--- src/rtl/disp_scan_4dig.sv ---
// disp_scan_4dig: four-digit multiplexed 7-segment scan driver.
// Latches a packed 4-digit BCD value and scans it onto one shared active-low
// segment bus with four active-low anode selects. Each digit slot starts with
// one dark cycle to avoid ghosting. Leading zeros can be suppressed, and
// selected digits can blink at a frame-derived rate.
module disp_scan_4dig #(
    parameter int REFRESH_N = 50000,   // clk cycles per digit slot (>= 2)
    parameter int BLINK_DIV = 250      // frames per blink half-period (>= 1)
) (
    input  logic        clk,
    input  logic        rst,
    input  logic        load,
    input  logic [15:0] value_in,
    input  logic        blank_lz,
    input  logic [3:0]  blink_mask,
    output logic [0:6]  seg_out,
    output logic [3:0]  an_out,
    output logic [1:0]  digit_sel,
    output logic        frame_done
);

    // Counter widths; BLINK_DIV = 1 still needs a 1-bit frame counter.
    localparam int PRESC_W = (REFRESH_N > 1) ? $clog2(REFRESH_N) : 1;
    localparam int FC_W    = (BLINK_DIV > 1) ? $clog2(BLINK_DIV) : 1;

    localparam logic [PRESC_W-1:0] PRESC_MAX = PRESC_W'(REFRESH_N - 1);
    localparam logic [FC_W-1:0]    FC_MAX    = FC_W'(BLINK_DIV - 1);

    localparam logic [0:6] SEG_OFF = 7'b1111111;
    localparam logic [3:0] AN_OFF  = 4'b1111;

    // Active-low glyphs, bit order a..g; non-BCD nibbles show a dash.
    function automatic logic [0:6] glyph(input logic [3:0] nib);
        logic [0:6] g;
        case (nib)
            4'd0:    g = 7'b0000001;
            4'd1:    g = 7'b1001111;
            4'd2:    g = 7'b0010010;
            4'd3:    g = 7'b0000110;
            4'd4:    g = 7'b1001100;
            4'd5:    g = 7'b0100100;
            4'd6:    g = 7'b0100000;
            4'd7:    g = 7'b0001111;
            4'd8:    g = 7'b0000000;
            4'd9:    g = 7'b0000100;
            default: g = 7'b1111110;
        endcase
        return g;
    endfunction

    // Registered state
    logic [15:0]        value_q, value_d;
    logic [PRESC_W-1:0] presc_q, presc_d;
    logic [1:0]         idx_q, idx_d;
    logic [FC_W-1:0]    frame_cnt_q, frame_cnt_d;
    logic               blink_phase_q, blink_phase_d;
    logic [0:6]         seg_q, seg_d;
    logic [3:0]         an_q, an_d;
    logic               frame_done_q, frame_done_d;

    // Per-digit decode helpers
    logic [0:6] glyph_w [4];
    logic [3:0] upper_zero;    // nibbles gi..3 are all zero
    logic [3:0] lz_blank;      // digit suppressed as a leading zero
    logic [3:0] digit_blank;   // digit dark for its whole slot

    logic presc_wrap;
    logic frame_wrap;

    genvar gi;
    generate
        for (gi = 0; gi < 4; gi++) begin : g_digit
            assign glyph_w[gi]    = glyph(value_q[4*gi +: 4]);
            assign upper_zero[gi] = (value_q[15:4*gi] == '0);
            if (gi == 0) begin : g_rightmost
                // The rightmost digit always shows, so a zero value reads "0".
                assign lz_blank[gi] = 1'b0;
            end else begin : g_upper
                assign lz_blank[gi] = blank_lz & upper_zero[gi];
            end
            assign digit_blank[gi] = lz_blank[gi] | (blink_phase_q & blink_mask[gi]);
        end
    endgenerate

    // Slot/frame timing: prescaler wrap advances the digit index; the
    // 3->0 advance ends a frame and drives the blink frame counter.
    always_comb begin
        presc_wrap    = (presc_q == PRESC_MAX);
        frame_wrap    = presc_wrap && (idx_q == 2'd3);

        presc_d       = presc_wrap ? '0 : presc_q + PRESC_W'(1);
        idx_d         = presc_wrap ? idx_q + 2'd1 : idx_q;
        frame_done_d  = frame_wrap;

        frame_cnt_d   = frame_cnt_q;
        blink_phase_d = blink_phase_q;
        if (frame_wrap) begin
            if (frame_cnt_q == FC_MAX) begin
                frame_cnt_d   = '0;
                blink_phase_d = ~blink_phase_q;
            end else begin
                frame_cnt_d   = frame_cnt_q + FC_W'(1);
            end
        end

        value_d = load ? value_in : value_q;
    end

    // Output decode of the current cycle's state; registered one cycle later.
    always_comb begin
        seg_d = SEG_OFF;
        an_d  = AN_OFF;
        // First cycle of each slot stays dark so the previous glyph never
        // bleeds onto the newly selected anode.
        if ((presc_q != '0) && !digit_blank[idx_q]) begin
            an_d        = AN_OFF;
            an_d[idx_q] = 1'b0;
            seg_d       = glyph_w[idx_q];
        end
    end

    // State and output registers; reset overrides load and all counting.
    always_ff @(posedge clk) begin
        if (rst) begin
            value_q       <= '0;
            presc_q       <= '0;
            idx_q         <= '0;
            frame_cnt_q   <= '0;
            blink_phase_q <= 1'b0;
            seg_q         <= SEG_OFF;
            an_q          <= AN_OFF;
            frame_done_q  <= 1'b0;
        end else begin
            value_q       <= value_d;
            presc_q       <= presc_d;
            idx_q         <= idx_d;
            frame_cnt_q   <= frame_cnt_d;
            blink_phase_q <= blink_phase_d;
            seg_q         <= seg_d;
            an_q          <= an_d;
            frame_done_q  <= frame_done_d;
        end
    end

    assign seg_out    = seg_q;
    assign an_out     = an_q;
    assign digit_sel  = idx_q;
    assign frame_done = frame_done_q;

endmodule
--- config.mk ---
export PLATFORM = sky130hd
export DESIGN_NAME = disp_scan_4dig
export DESIGN_NICKNAME = d
export VERILOG_FILES = /design/src/rtl/disp_scan_4dig.sv
export SDC_FILE = /design/constraint.sdc
export NUM_CORES = 1
export LEC_CHECK = 0
export BUFFER_PORTS_ARGS = -buffer_cell sky130_fd_sc_hd__buf_2
export CAP_MARGIN = 10
export CORE_ASPECT_RATIO = 0.9
export CORE_MARGIN = 1.5
export CORE_UTILIZATION = 50
export CTS_CLUSTER_DIAMETER = 100
export DETAILED_ROUTE_END_ITERATION = 7
export PLACE_DENSITY = 0.69
export SLEW_MARGIN = 10
export SYNTH_ARGS = -nofsm -noshare
export SYNTH_HDL_FRONTEND = slang
export SYNTH_SLANG_ARGS = --single-unit
--- constraint.sdc ---
create_clock -name clk -period 2.9 [get_ports clk]
set_clock_uncertainty 0.2 [all_clocks]
set_input_delay 0.145 -clock clk [delete_from_list [all_inputs] [get_ports clk]]
set_output_delay 0.145 -clock clk [all_outputs]
set_load 0.05 [all_outputs]
==> results of run 1 <==
==> cells by family after synthesis <==
kind of cell / synth area share (%)
buf+inv: 5.26
compound gates: 10.0
mux: 11.7
flops: 42.3
fa+ha+maj: 9.57
xor+xnor: 3.35
simple gates: 17.7
==> timing repair <==
item,CTS,global route
resized for setup,0,0
endpoints found under the setup margin,0,0
hold buffers,4,0
hold endpoints to repair,4,0
==> layer usage <==
metal | global-route usage (%) | vias up | share of wire (%)
li1 | - | 1522 | -
met1 | 25.7 | 1401 | 49
met2 | 30.5 | 69 | 45
met3 | 6.72 | 9 | 5.0
met4 | 5.40 | 0 | 0.99
met5 | 0 | - | 0
==> synth_stat cells (all sizes together) <==
master   instances
dfxtp           83
nor2            39
a21oi           37
ha              30
inv             29
mux2i           28
clkbuf          19
o21ai           18
nand3           16
or2             13
nand4           11
nand2           10
xnor2           10
nor4             8
mux4             7
or3              6
and3             5
buf              5
nor3             5
xor2             5
a211oi           4
or4              4
a2bb2oi          3
or3b             3
or4b             3
a31oi            2
a32oi            2
mux2             2
a22o             1
a311oi           1
and2             1
and3b            1
and4             1
clkinv           1
nand3b           1
nand4b           1
nor2b            1
o22a             1
o22ai            1
==> final timing paths <==
path,startpoint,endpoint,slack (ps),depth (start not counted)
worst min-delay path,value_in[4],value_q[4]$_SDFFE_PP0P_,50,4
worst min register to register,frame_cnt_q[7]$_SDFFE_PP0P_,frame_cnt_q[7]$_SDFFE_PP0P_,290,2
worst max-delay path,presc_q[4]$_SDFF_PP0_,frame_cnt_q[2]$_SDFFE_PP0P_,190,4
worst max register to register,presc_q[4]$_SDFF_PP0_,frame_cnt_q[2]$_SDFFE_PP0P_,190,4
==> critical path: stages (launching register included) <==
cell and delay, ps:
dfxtp_1 380, or4_4 550, or4_1 810, or4b_1 550
a21oi_1 140
==> layout by cell type (no fill, tap or decap), types with 2 or more instances in the layout <==
| master | instances |
|---|---|
| a31oi_1 | 2 |
| inv_1 | 29 |
| or2_2 | 12 |
| buf_2 | 37 |
| a21oi_1 | 37 |
| or3b_1 | 3 |
| and3_1 | 5 |
| clkinv_2 | 3 |
| dfxtp_1 | 83 |
| ha_1 | 30 |
| xnor2_1 | 10 |
| buf_4 | 3 |
| dlygate4sd3_1 | 4 |
| or4b_1 | 2 |
| nand3_1 | 16 |
| nor4_1 | 8 |
| nor3_1 | 5 |
| or4_1 | 3 |
| nor2_1 | 39 |
| mux2_2 | 2 |
| a2bb2oi_1 | 3 |
| a211oi_1 | 4 |
| nand2_1 | 10 |
| o21ai_0 | 17 |
| mux4_2 | 7 |
| or3_1 | 6 |
| nand4_1 | 11 |
| a32oi_1 | 2 |
| clkbuf_8 | 10 |
| xor2_1 | 5 |
| mux2i_1 | 28 |
==> layout make-up <==
class                      instances  area, µm²  share of cell area [%]
clock buffer                      11        141                    3.21
clock inverter                     5       52.6                    1.19
inverter                          30        113                    2.56
multi-input combinational        281       2060                    46.9
sequential                        83       1660                    37.8
tap                               96        120                    2.73
timing repair buffer              44        248                    5.63
==> power by group <==
part / switching (µW) / leakage [µW] / internal (µW)
sequential: 28.2 / 0.000683 / 1210
combinational: 178 / 0.00110 / 116
clock: 390 / 0.0000991 / 417
==> state kept, by name (all words and copies together) (netlist names) <==
signal and cells:
value_q 16, blink_phase_q 1, frame_done 1, presc_q 16, digit_sel 2, an_out 4, frame_cnt_q 8, seg_out 7
glyph_w 28
==> per-stage QoR <==
stage	std cells	cell area (µm²)	worst slack, ps
2_1_floorplan	418	3920	81.0
3_3_place_gp	530	4160	265
3_5_place_dp	530	4160	242
4_1_cts	550	4390	212
5_1_grt	550	4400	53.3
6_report	550	4400	193
==> flow_metrics.tcl, run 1 <==
set metrics [dict create \
    avgSynthCellArea_um2 9.39 \
    diodes 0 \
    drc 0 \
    start_util_pct 51.7 \
    endpoint_kind "flip-flop" \
    wl_per_cell_um 13.8 \
    cts_setup_buffers 0 \
    io_pins 38 \
    dr_total_vias 3001 \
    setup_tns_ps 0 \
    drtAntennaViolNets 0 \
    cts.sinks 83 \
    criticalPathCategory "reg2reg" \
    ys_warn_count 0 \
    hp-class "in2reg" \
    synth_top_cell_area_share_pct 42.3 \
    area_delta_synth_final_pct 12.1 \
    clock_latency_ps 350 \
    tightestPinTransition_ps 685 \
    antenna_found_initial 0 \
    finalMaxSlewViolations 0 \
    hold_ws_ps 51.7 \
    viasPerCell 5.46 \
    die_w_um 96.4 \
    overflow 0 \
    grt_util_all_layers_pct 19.5 \
    post-dp-hpwl_um 5460 \
    p_leak_uw 0.00189 \
    crit_fanout 18 \
    fmax_mhz 369 \
    rsz0062_at_grt "false" \
    routed_wl_um 7610 \
    critPathLaunchType "flip-flop" \
    drive_gt1_share_pct 17.4 \
    layout.nets 503 \
    grt_pass1_wl_um 12500 \
    min_period_ps 2710 \
    arrival_ps 2790 \
    cts_buffer_depth 2 \
    maxCapViolations 0 \
    gp_congestion 0.894 \
    dr.pass1.iters 4 \
    clk_pin_slew_worst_paths_ps 80 \
    period_share_pct 93.4 \
    synth.distinct_cells 44 \
    row_count 30 \
    grt_pass1_vias 2719 \
    cts-root-buf "clkbuf_8" \
    core-area_um2 7580 \
    synth_cells 418 \
    h-tree-depth 3 \
    max-vdd-ir-drop_mv 0.259 \
    yosys.area.top_type "dfxtp_1" \
    status "completed" \
    first_iter_violations 130 \
    cts_buffers 9 \
    grt_max_degree 40 \
    setup-violations-final 0 \
    powerDensity_nw_per_um2 533 \
    fill_cells 686 \
    total_power_uw 2340 \
    synth_area_um2 3920 \
    worstPathRequired_ps 2980 \
    ys_ff_latch 83 \
    yosysSeqAreaShare_pct 42.3 \
    dieArea_um2 8390 \
    synthesis.nets 472 \
    fp.dieH_um 87.0 \
    slew_headroom_pct 54.3 \
    cts_tree "built" \
    hold_violations 0 \
    portBuffers 37 \
    synthTopCellsByArea "dfxtp_1 (42%), ha_1 (9.6%), mux2i_1 (7.1%)" \
    final_util_pct 58.0 \
]
Note: power is estimated with default switching activity, not from simulation.
==> run 2, diff against run 1 <==
--- a/config.mk
+++ b/config.mk
@@ -9,10 +9,9 @@
 export CAP_MARGIN = 10
 export CORE_ASPECT_RATIO = 0.9
 export CORE_MARGIN = 1.5
-export CORE_UTILIZATION = 50
+export CORE_UTILIZATION = 40
 export CTS_CLUSTER_DIAMETER = 100
 export DETAILED_ROUTE_END_ITERATION = 7
-export PLACE_DENSITY = 0.69
 export SLEW_MARGIN = 10
 export SYNTH_ARGS = -nofsm -noshare
 export SYNTH_HDL_FRONTEND = slang
==> constraint.sdc (replaced) <==
create_clock -name clk -period 2.9 [get_ports clk]
set_clock_uncertainty 0.2 [all_clocks]
set_input_delay 0.435 -clock clk [delete_from_list [all_inputs] [get_ports clk]]
set_output_delay 0.435 -clock clk [all_outputs]
set_load 0.05 [all_outputs]
==> run 2 against run 1 <==
Compared with the run above: sequential cell count is the same; sequential share of layout area shrank 0.096 points; critical path type unchanged; highest routed layer unchanged; critical endpoint is now frame_cnt_q[7]$_SDFFE_PP0P_; clock-buffer cell count grew 3; wire length grew 3.7%; combinational power shrank 1%.
==> flow_metrics.tcl, run 2 (synthesized netlist as in run 1, its figures left out) <==
set metrics [dict create \
    area_delta_synth_final_pct 12.4 \
    die_w_um 107 \
    endpoint_kind "flip-flop" \
    layout.nets 501 \
    largest_register_ffs 28 \
    placed_area_um2 4210 \
    cts_buffers 9 \
    netSwitchingPower_uw 617 \
    finalMaxSlewViolations 0 \
    h-tree-depth 3 \
    grt_pass1_vias 2753 \
    io_pins 38 \
    portBuffers 37 \
    hp-class "in2reg" \
    antenna_found_initial 0 \
    tightestPinTransition_ps 1180 \
    final_common_cell "dfxtp_1" \
    dr.pass1.iters 4 \
    drc 0 \
    fmax_mhz 377 \
    fill_cells 943 \
    layout.cells.non_filler 578 \
    dp.cells 562 \
    setup_tns_ps 0 \
    critPathLaunchType "flip-flop" \
    p_leak_uw 0.00188 \
    maxCapViolations 0 \
    post-route-cell-area_um2 4410 \
    start_util_pct 40.8 \
    grt_pass1_wl_um 13300 \
    seqPwrFrac_pct 52.8 \
    diodes 0 \
    core-area_um2 9610 \
    status "completed" \
    rsz0062_at_grt "false" \
    p_sw_share_pct 26.2 \
    arrival_ps 2740 \
    ctsHoldBuffers 0 \
    setup-violations-final 0 \
    hold_violations 0 \
    grt_util_all_layers_pct 16.2 \
    dieArea_um2 10400 \
    internal-power_uw 1740 \
    min_period_ps 2660 \
    cts-root-buf "clkbuf_8" \
    final_cell_mix "dfxtp_1 (83), nor2_1 (39), a21oi_1 (37), buf_2 (37), ha_1 (30)" \
    grt_max_degree 26 \
    cts.sinks 83 \
    cts_setup_buffers 0 \
    max-vdd-ir-drop_mv 0.245 \
    viasPerCell 5.04 \
    p_clk_share_pct 34.8 \
    criticalPathCategory "reg2reg" \
    clk_pin_slew_worst_paths_ps 80 \
    clock_latency_ps 350 \
    post-dp-hpwl_um 5870 \
    overflow 0 \
    slew_headroom_pct 21.0 \
    worstPathRequired_ps 2990 \
    gp_congestion 0.873 \
    cts_resized 0 \
    cts_buffer_depth 2 \
    drtAntennaViolNets 0 \
    cts_tree "built" \
    total_power_uw 2350 \
    drive_gt1_share_pct 17.7 \
    crit_fanout 12 \
    routed_wl_um 7890 \
    fp.dieH_um 97.0 \
    powerDensity_nw_per_um2 534 \
    wl_per_cell_um 13.6 \
    row_count 34 \
    combinationalPowerShare_pct 12.4 \
    first_iter_violations 123 \
    period_share_pct 91.6 \
    dr_total_vias 2915 \
]
-- run 2: through the flow --
stage / utilization [%] / setup WS, ps / hold WS [ps]
floorplan: - / 81.0 / 249
CTS: 45.9 / 261 / 129
detailed placement: 43.8 / 284 / 279
global route: 45.9 / 173 / 135
global placement: 43.8 / 317 / 269
finish: 45.9 / 245 / 141
-- run 2: worst max-delay path, stage by stage, from the launching register on --
cell and delay [ps]:
dfxtp_1 390, or4_4 550, or4_1 720, buf_4 240, or3_1 340, a21oi_1 140
-- run 2: power groups by stage --
| stage | Sequential [µW] | Combinational [µW] | Clock [µW] |
|---|---|---|---|
| 6_report | 1240 | 291 | 819 |
| 5_1_grt | 1250 | 323 | 902 |
| 4_1_cts | 1240 | 292 | 844 |
| 3_5_place_dp | 1270 | 292 | 0 |
| 3_3_place_gp | 1270 | 288 | 0 |
| 2_1_floorplan | 1300 | 181 | 0 |
-- run 2: final timing paths --
path,startpoint,end,slack (ps),cells past startpoint
hold / removal,value_in[1],value_q[1]$_SDFFE_PP0P_,140,3
setup reg to reg,presc_q[4]$_SDFF_PP0_,frame_cnt_q[7]$_SDFFE_PP0P_,240,5
setup / recovery,presc_q[4]$_SDFF_PP0_,frame_cnt_q[7]$_SDFFE_PP0P_,240,5
hold reg to reg,frame_cnt_q[1]$_SDFFE_PP0P_,frame_cnt_q[1]$_SDFFE_PP0P_,280,2
-- run 2: layer usage --
metal / share of wire (%) / up-vias / track usage [%]
met5: 0 / - / 0
li1: - / 1512 / -
met3: 4.1 / 8 / 4.92
met4: 1.0 / 0 / 4.86
met2: 43 / 60 / 23.7
met1: 52 / 1335 / 22.8
-- run 2: final cells by class --
| class | instances | area [µm²] | share of cell area, % |
|---|---|---|---|
| multi-input cells | 281 | 2060 | 46.6 |
| clock buffers | 14 | 183 | 4.14 |
| repair buffers | 42 | 223 | 5.05 |
| flip-flops and latches | 83 | 1660 | 37.7 |
| inverters | 30 | 113 | 2.55 |
| clock inverters | 2 | 16.3 | 0.369 |
| well taps | 126 | 158 | 3.58 |
